$ cat src/rtl/sw_sync_debounce_if.sv
// Switch-bank bus: raw switch levels and read strobe in, debounced word and
// change indicators out.
interface sw_sync_debounce_if #(
  parameter int unsigned N_SW   = 8,
  parameter int unsigned DATA_W = 16
);

  logic [N_SW-1:0]   sw;
  logic              rd;
  logic [DATA_W-1:0] SWR;
  logic [N_SW-1:0]   rise;
  logic [N_SW-1:0]   fall;
  logic              chg_pulse;
  logic              chg_flag;

  // master drives the switches and acknowledges; slave is the debouncer
  modport master (
    output sw, rd,
    input  SWR, rise, fall, chg_pulse, chg_flag
  );

  modport slave (
    input  sw, rd,
    output SWR, rise, fall, chg_pulse, chg_flag
  );

endinterface

$ cat src/rtl/sw_sync_debounce.sv
// Per-bit two-flop synchronizer and hold-time debouncer for a switch bank,
// with edge pulses and a sticky change flag cleared by a read strobe.
module sw_sync_debounce #(
  parameter int unsigned N_SW      = 8,
  parameter int unsigned DATA_W    = 16,
  parameter int unsigned DB_CYCLES = 16
) (
  input  logic                 clk,
  input  logic                 rst,
  sw_sync_debounce_if.slave    bus
);

  localparam int unsigned CNT_W = $clog2(DB_CYCLES) + 1;
  localparam logic [CNT_W-1:0] CNT_LAST = CNT_W'(DB_CYCLES - 1);

  logic [N_SW-1:0]  s1;
  logic [N_SW-1:0]  s2;
  logic [N_SW-1:0]  stable_q;
  logic [N_SW-1:0]  stable_d;
  logic [CNT_W-1:0] cnt_q [N_SW];
  logic [CNT_W-1:0] cnt_d [N_SW];
  logic [N_SW-1:0]  rise_q;
  logic [N_SW-1:0]  rise_d;
  logic [N_SW-1:0]  fall_q;
  logic [N_SW-1:0]  fall_d;
  logic             pulse_q;
  logic             pulse_d;
  logic             flag_q;
  logic             flag_d;

  // Synchronizer: nothing downstream ever sees raw sw
  always_ff @(posedge clk) begin
    if (rst) begin
      s1 <= '0;
      s2 <= '0;
    end else begin
      s1 <= bus.sw;
      s2 <= s1;
    end
  end

  // Debounce and event generation; an update is the last cycle of a full-length mismatch
  always_comb begin
    stable_d = stable_q;
    rise_d   = '0;
    fall_d   = '0;
    for (int i = 0; i < int'(N_SW); i++) begin
      cnt_d[i] = '0;
      if (s2[i] != stable_q[i]) begin
        if (cnt_q[i] == CNT_LAST) begin
          stable_d[i] = s2[i];
          rise_d[i]   = s2[i];
          fall_d[i]   = ~s2[i];
        end else begin
          cnt_d[i] = cnt_q[i] + CNT_W'(1);
        end
      end
    end
    pulse_d = |(rise_d | fall_d);
    // A new change outranks a simultaneous acknowledge
    if (pulse_d) begin
      flag_d = 1'b1;
    end else if (bus.rd) begin
      flag_d = 1'b0;
    end else begin
      flag_d = flag_q;
    end
  end

  always_ff @(posedge clk) begin
    if (rst) begin
      stable_q <= '0;
      rise_q   <= '0;
      fall_q   <= '0;
      pulse_q  <= 1'b0;
      flag_q   <= 1'b0;
      for (int i = 0; i < int'(N_SW); i++) begin
        cnt_q[i] <= '0;
      end
    end else begin
      stable_q <= stable_d;
      rise_q   <= rise_d;
      fall_q   <= fall_d;
      pulse_q  <= pulse_d;
      flag_q   <= flag_d;
      for (int i = 0; i < int'(N_SW); i++) begin
        cnt_q[i] <= cnt_d[i];
      end
    end
  end

  // All outputs come straight from flops; upper readback bits are zero-filled
  assign bus.SWR       = DATA_W'(stable_q);
  assign bus.rise      = rise_q;
  assign bus.fall      = fall_q;
  assign bus.chg_pulse = pulse_q;
  assign bus.chg_flag  = flag_q;

endmodule

$ cat src/flat_wrapper.sv
// flat-port wrapper written by rule: the top's interface ports become plain ports
module sw_sync_debounce_flat 
#(
  parameter int unsigned N_SW      = 8,
  parameter int unsigned DATA_W    = 16,
  parameter int unsigned DB_CYCLES = 16
)
  (clk, rst, bus_sw, bus_rd, bus_SWR, bus_rise, bus_fall, bus_chg_pulse, bus_chg_flag);
  sw_sync_debounce_if #(.N_SW(N_SW), .DATA_W(DATA_W)) bus_i ();
  input  logic clk;
  input  logic rst;
  input wire logic [$bits(bus_i.sw)-1:0] bus_sw;
  input wire logic [$bits(bus_i.rd)-1:0] bus_rd;
  output wire logic [$bits(bus_i.SWR)-1:0] bus_SWR;
  output wire logic [$bits(bus_i.rise)-1:0] bus_rise;
  output wire logic [$bits(bus_i.fall)-1:0] bus_fall;
  output wire logic [$bits(bus_i.chg_pulse)-1:0] bus_chg_pulse;
  output wire logic [$bits(bus_i.chg_flag)-1:0] bus_chg_flag;
  assign bus_i.sw = bus_sw;
  assign bus_i.rd = bus_rd;
  assign bus_SWR = bus_i.SWR;
  assign bus_rise = bus_i.rise;
  assign bus_fall = bus_i.fall;
  assign bus_chg_pulse = bus_i.chg_pulse;
  assign bus_chg_flag = bus_i.chg_flag;
  sw_sync_debounce #(.N_SW(N_SW), .DATA_W(DATA_W), .DB_CYCLES(DB_CYCLES)) u_core (.clk(clk), .rst(rst), .bus(bus_i));
endmodule
$ cat config.mk
export PLATFORM = sky130hd
export DESIGN_NAME = sw_sync_debounce_flat
export DESIGN_NICKNAME = d
export VERILOG_FILES = /design/src/rtl/sw_sync_debounce_if.sv /design/src/rtl/sw_sync_debounce.sv /design/src/flat_wrapper.sv
export SDC_FILE = /design/constraint.sdc
export NUM_CORES = 1
export LEC_CHECK = 0
export CORE_AREA = 2 2 95 97
export DETAILED_ROUTE_END_ITERATION = 12
export DIE_AREA = 0 0 97 99
export SLEW_MARGIN = 20
export SYNTH_ARGS = -nofsm -noshare
export SYNTH_HDL_FRONTEND = slang
export SYNTH_SLANG_ARGS = --single-unit
$ cat constraint.sdc
create_clock -name clk -period 2.1 [get_ports clk]
set_clock_uncertainty 0.15 [all_clocks]
set_input_delay 0.42 -clock clk [delete_from_list [all_inputs] [get_ports clk]]
set_output_delay 0.42 -clock clk [all_outputs]
set_load 0.005 [all_outputs]
# Word-level counts from Yosys, hierarchy flattened
# Memories as Yosys holds them, arrays and structs flattened.
# Index checks and enable logic that the tools add are counted.
dict set report totals {
  regBits 42
  ram_bits 40
  input_bits 11
  out_inout_bits 34
  wordCells 127
  mem_count 1
}
# name words word_bits rd rd_clocked_by_memory_dff write_ports line_no
set memory_table {}
lappend memory_table {u_core.cnt_q 8 5 8 0 8 sw_sync_debounce.sv:20} ;# logic [CNT_W-1:0] cnt_q [N_SW];
dict set report classes {
  add_sub_neg 8
  n_eq_ne 16
  muxes 61
  n_bitwise 17
  n_reduce_logical 10
}
# operator count
set op_table {}
lappend op_table {{$mux W5} 24}
lappend op_table {{$add A5 B1 Y5 const B} 8}
lappend op_table {{$eq A5 B4 Y1 const B} 8}
lappend op_table {{$mux W1} 37}
lappend op_table {{$reduce_and A2 Y1} 8}
lappend op_table {{$ne A1 B1 Y1} 8}
lappend op_table {{$not A1 Y1} 8}
lappend op_table {{$or A1 B1 Y1} 8}
lappend op_table {{$or A8 B8 Y8} 1}
lappend op_table {{$reduce_or A8 Y1} 1}
lappend op_table {{$reduce_bool A2 Y1} 1}

# Longest topological paths before layout
# Gate-level depths: netlist of the first run.
# An unclocked memory read counts as a cell.
dict set report logic_depth {
  depth_word 7
  ltp_mapped 7
  depth_no_buf 7
}

# Worst setup path after synthesis of the first run
# OpenSTA, ideal clock, no wires.
dict set report synth_path {
  path_kind {flip-flop to flip-flop}
  start {mem u_core.cnt_q[0][5] (netlist name)}
  end {mem u_core.cnt_q[0][7] (netlist name)}
  setup_ns 0.064
  arrival_time_ns 1.406
  t_required_ns 1.886
  setup_slack_ns 0.480
  path_stages_with_launch 6
  path_buffers 0
  period_less_slack_ns 1.620
  path_cell_list {dfxtp_1 ha_1 and3_1 ha_1 or3_4 nor2_1}
}
# element line_no
set synth_rtl {}
lappend synth_rtl {{start, declared} sw_sync_debounce.sv:20}

# Final worst setup path of the first run
dict set report layout_path {
  start {reg u_core.stable_q[0]}
  end {out bus_SWR[0]}
}
# element line_no
set layout_rtl {}
lappend layout_rtl {{start, declared} sw_sync_debounce.sv:18} ;# logic [N_SW-1:0] stable_q;
lappend layout_rtl {{start signal, assigned} sw_sync_debounce.sv:81} ;# stable_q <= stable_d;
lappend layout_rtl {{end, declared} flat_wrapper.sv:14} ;# output wire logic [$bits(bus_i.SWR)-1:0] bus_SWR;
# No word-level cell between the ends.

==> impl_metrics.yaml, run 1 <==
outcome:
  status: "completed"
worst_setup_path:
  critPathBufInv: 1
  crit_cells: 1
  path_class: "flip-flop to output port"
  crit_fanout: 5
  crit_path_start_kind: "flip-flop"
  cp-end-kind: "output port"
  critPathMaxStageDelay_ns: 0.55
  arrival_ns: 1.31
  cpLargestDelayFamily: "buffers and inverters"
  reg2reg_depth: 7
  required_ns: 1.53
  cp_slowest_cell: "clkdlybuf4s50_1"
  path_cells: "clkdlybuf4s50_1"
grt:
  grt_pass1_wl_microns: 7600
  grt_overflow: 0
  grt_usage_pct: 9.94
  grt_antenna_before_repair: 0
  grt_start_max_net_pins: 34
  grt_pass1_vias: 1745
floorplanning:
  dieArea_sq_mm: 0.00960
  core_sq_mm: 0.00855
  num_rows: 34
  die_w_microns: 97
  start_util_pct: 34.6
  chipHeight_microns: 99
  ios: 45
routing:
  dr_total_vias: 1888
  drt-total-wl_microns: 4490
  postRouteAntennaNets: 0
  vias_per_cell: 4.31
  drt_iter0_markers: 40
  avgRoutedWirePerCell_microns: 10.2
  first_pass_iters: 4
  drc: 0
logic_synthesis:
  yosysSeqAreaShare_pct: 55.4
  netlist_area_sq_mm: 0.00296
  yosys.cell_types.count: 19
  yosysWarnings: 0
  yosys-top-cells-area: "dfxtp_1 (55%), ha_1 (6.8%), nor2_1 (6.3%)"
  synthCells: 281
  synth_flop_cell: "dfxtp_1"
  synth-edff-count: 0
  yosysMostFrequentCell: "dfxtp_1"
  yosysTopAreaCellShare_pct: 55.4
  synth_common_cells: "dfxtp_1 (82), nor2_1 (50), inv_1 (24)"
  async_flop_share_pct: 0
  ys_ff_latch: 82
  yosysTopAreaCell: "dfxtp_1"
  synth_area_per_cell_sq_um: 10.5
min_path:
  hold_path_depth: 1
  hp-class: "flip-flop to flip-flop"
pwr:
  power_w: 0.00281
  sequentialPowerShare_pct: 56.4
  ir_drop_mv: 0.314
  power_frac_comb_pct: 2.6
  power_density_mw_per_mm2: 775
  swShare_pct: 20.6
  p_int_w: 0.00223
  netSwitchingPower_w: 0.000579
  p_leak_nw: 1.32
  p_clk_share_pct: 40.9
sta:
  slew_violations: 0
  setup_tns_ns: 0
  period_share_pct: 89.4
  timing.hold.ws_ns: 0.289
  worstMarginPinSlew_ns: 0.633
  hold_violations: 0
  rsz0062_at_grt: "no"
  max_clock_freq_mhz: 533
  setup_viol: 0
  period_minus_slack_ns: 1.88
  maxSlewHeadroom_pct: 57.8
final_layout:
  final_cells: 438
  nets: 352
  num_antenna_cells: 0
  syn_to_final_growth_pct: 22.2
  layout-drive-gt1-share_pct: 8.18
placed_design:
  dp.cells: 422
  portBuffers: 36
  gp_congestion: 0.686
  hpwl_microns: 3230
clock_tree:
  cts-htree-levels: 3
  cts_buffers: 9
  cts_max_path_buffers: 2
  cts_tree: "built"
  hold_buffers: 0
  clock-sinks: 82
  cts_resized: 0
  cts_setup_buffers: 0
  cts_root_buf: "clkbuf_8"
  clk_latency_ns: 0.34
  clkSlewWorstSetupHoldPaths_ns: 0.08
flow_run:
  drv_cap: 0
cells by family after synthesis:
kind of cell / Yosys count / synth area share (%)
xor+xnor: 24 / 7.10
fa+ha+maj: 16 / 6.76
simple gates: 107 / 20.7
buf+inv: 37 / 5.91
other cells: 1 / 0.127
compound gates: 6 / 1.23
mux: 8 / 2.70
flops: 82 / 55.4
layout make-up:
cell class | instances | area (sq um)
clock buffer | 12 | 155
clock inverter | 4 | 48.8
fill | 810 | 4930
inverter | 24 | 90.1
multi-input combinational | 169 | 1170
sequential | 82 | 1640
tap | 108 | 135
timing repair buffer | 39 | 378
metal layers:
layer	vias to the layer above	share of wire (%)	track usage, %
met3	10	5.0	3.40
met5	-	0	0
met2	38	45	15.4
li1	984	-	-
met1	856	48	12.0
met4	0	2.2	5.96
through the flow:
stage                     setup WS (ns)  utilization [%]  instance area, sq um
after floorplan                   0.480                -                  2990
after global placement            0.335             39.9                  3420
after detailed placement          0.289             39.9                  3420
after CTS                         0.197             42.3                  3620
after global routing              0.115             42.3                  3620
final                             0.223             42.3                  3620
registers in the layout, indices dropped and copies added, names as in the netlist:
signal                cells
u_core.bus.fall           8
u_core.bus.rise           8
u_core.bus.chg_pulse      1
u_core.cnt_q             40
u_core.s1                 8
u_core.s2                 8
u_core.stable_q           8
u_core.bus.chg_flag       1
worst paths after layout:
path | startpoint | endpoint | slack, ns
worst min-delay path | u_core.s1[1] | u_core.s2[1] | 0.29
worst max register to register | u_core.cnt_q[2][0] | u_core.bus.chg_flag | 0.27
worst min register to register | u_core.s1[1] | u_core.s2[1] | 0.29
worst max-delay path | u_core.stable_q[0] | bus_SWR[0] | 0.22
cells in the final DEF, fill, tap and decap left out, types with 2 or more instances in the layout:
cell / netlist / final
nor2_1: 50 / 50
and3_1: 8 / 8
conb_1: 1 / 8
xor2_1: 8 / 8
xnor2_1: 16 / 16
clkbuf_8: 0 / 11
o22ai_1: 4 / 4
nor4b_1: 16 / 16
dfxtp_1: 82 / 82
or3_4: 8 / 8
nor2b_1: 16 / 16
nand3_1: 8 / 8
ha_1: 16 / 16
clkdlybuf4s50_1: 0 / 35
mux2i_1: 8 / 8
clkinv_2: 0 / 2
inv_1: 24 / 24
buf_4: 8 / 3
power by group through the flow:
stage / clock, W / sequential [W] / combinational (W)
after global routing: 0.00125 / 0.00159 / 0.0000840
after floorplan: 0 / 0.00162 / 0.0000581
after CTS: 0.00119 / 0.00158 / 0.0000755
after global placement: 0 / 0.00162 / 0.0000739
final: 0.00115 / 0.00158 / 0.0000742
after detailed placement: 0 / 0.00162 / 0.0000751
Power figures use the tool's default switching activity.
==> run 2: changes to the inputs <==
CORE_AREA = 2 2 73 127   (was 2 2 95 97)
DIE_AREA = 0 0 75 129   (was 0 0 97 99)
==> run 2 against run 1 <==
Compared with the run above: clock power up 43%; sequential power barely moved; register-to-register slack gained 0.10 ns; final cell count increased by 2.1%.
==> impl_metrics.yaml, run 2 (same netlist as run 1, synthesis figures left out) <==
clock_tree:
  cts_resized: 0
  cts-htree-levels: 3
  clock-sinks: 82
  cts_tree: "built"
  cts_max_path_buffers: 2
  clk_latency_ns: 0.33
  hold_buffers: 0
  cts_buffers: 9
  clkSlewWorstSetupHoldPaths_ns: 0.06
  cts_setup_buffers: 0
  cts_root_buf: "clkbuf_16"
routing:
  wl_met3_microns: 255
  avgRoutedWirePerCell_microns: 10.5
  highest_layer: "met4"
  postRouteAntennaNets: 0
  drt-met1-wl_microns: 1980
  vias_per_cell: 4.28
  dr_total_vias: 1913
  drt-total-wl_microns: 4700
  wl_met2_microns: 2360
  drc: 0
  first_pass_iters: 4
  drt_iter0_markers: 79
placed_design:
  gp_congestion: 0.723
  hpwl_microns: 3460
  portBuffers: 36
  pre_cts_ws_ns: 0.362
grt:
  grt_pass1_wl_microns: 8160
  grt_usage_pct: 11.4
  grt_start_max_net_pins: 33
  grt_overflow: 0
  grt_antenna_before_repair: 0
  grt_pass1_vias: 1899
final_layout:
  final_common_cell: "dfxtp_1"
  syn_to_final_growth_pct: 26.5
  top_register: "u_core.cnt_q"
  nets: 352
  num_antenna_cells: 0
  largest_register_ffs: 40
  mostFrequentLayoutCells: "dfxtp_1 (82), nor2_1 (50), clkdlybuf4s50_1 (35)"
  layout-drive-gt1-share_pct: 8.18
min_path:
  hold_path_depth: 1
  hp-class: "flip-flop to flip-flop"
sta:
  max_clock_freq_mhz: 535
  worstMarginPinSlew_ns: 0.585
  period_minus_slack_ns: 1.87
  setup_tns_ns: 0
  hold_violations: 0
  setup_viol: 0
  timing.hold.ws_ns: 0.285
  period_share_pct: 89.1
  maxSlewHeadroom_pct: 61.0
  worst_slack_ns: 0.229
  slew_violations: 0
  rsz0062_at_grt: "no"
floorplanning:
  start_util_pct: 34.4
  dieArea_sq_mm: 0.00968
  chipHeight_microns: 129
  core_sq_mm: 0.00861
  num_rows: 45
  die_w_microns: 75
  ios: 45
worst_setup_path:
  cpLargestDelayFamily: "buffers and inverters"
  critPathMaxStageDelay_ns: 0.54
  arrival_ns: 1.30
  cp-end-kind: "output port"
  path_class: "flip-flop to output port"
  crit_path_start_kind: "flip-flop"
  reg2reg_depth: 5
  crit_cells: 1
  critPathBufInv: 1
  path_cells: "clkdlybuf4s50_1"
  required_ns: 1.53
  crit_fanout: 5
  cp_slowest_cell: "clkdlybuf4s50_1"
pwr:
  p_int_w: 0.00268
  netSwitchingPower_w: 0.000627
  p_clk_share_pct: 49.8
  swShare_pct: 18.9
  p_leak_nw: 1.37
  ir_drop_mv: 0.464
  sequentialPowerShare_pct: 47.9
  power_frac_comb_pct: 2.2
  power_density_mw_per_mm2: 883
flow_run:
  drv_cap: 0
outcome:
  status: "completed"
-- run 2: cell types whose count changed in the layout (fill, tap and decap cells not counted) --
cell | previous run | this run
clkbuf_16 | 0 | 9
clkinvlp_4 | 0 | 1
clkbuf_8 | 11 | 1
inv_6 | 1 | 0
bufinv_16 | 1 | 2
-- run 2: layout make-up --
| type | count | area (sq um) |
|---|---|---|
| clock buffers | 11 | 243 |
| clock inverters | 5 | 77.6 |
| fillers | 831 | 4870 |
| inverters | 24 | 90.1 |
| multi-input cells | 169 | 1170 |
| flip-flops and latches | 82 | 1640 |
| well taps | 117 | 146 |
| repair buffers | 39 | 378 |
-- run 2: final timing paths --
kind / startpoint / end / slack, ns
hold reg to reg: u_core.s1[7] / u_core.s2[7] / 0.29
setup reg to reg: u_core.cnt_q[3][0] / u_core.cnt_q[3][3] / 0.37
setup / recovery: u_core.stable_q[6] / bus_SWR[6] / 0.23
hold / removal: u_core.s1[7] / u_core.s2[7] / 0.29
-- run 2: layer usage --
metal	global-route usage, %	vias to the layer above
met2	18.3	44
met4	6.62	0
li1	-	990
met5	0	-
met3	4.93	7
met1	12.3	872
-- run 2: power groups by stage --
stage | registers [W] | clock network (W) | logic [W]
detailed placement | 0.00162 | 0 | 0.0000753
CTS | 0.00159 | 0.00170 | 0.0000758
global placement | 0.00162 | 0 | 0.0000745
finish | 0.00159 | 0.00165 | 0.0000740
global route | 0.00159 | 0.00176 | 0.0000842
floorplan | 0.00162 | 0 | 0.0000581
-- run 2: stage by stage --
stage | util, % | total power [W] | instances | cell area [sq um]
5_1_grt | 43.5 | 0.00343 | 447 | 3750
3_5_place_dp | 39.8 | 0.00170 | 431 | 3430
3_3_place_gp | 39.8 | 0.00169 | 431 | 3430
6_report | 43.5 | 0.00331 | 447 | 3750
4_1_cts | 43.5 | 0.00336 | 447 | 3750
2_1_floorplan | - | 0.00168 | 288 | 2990
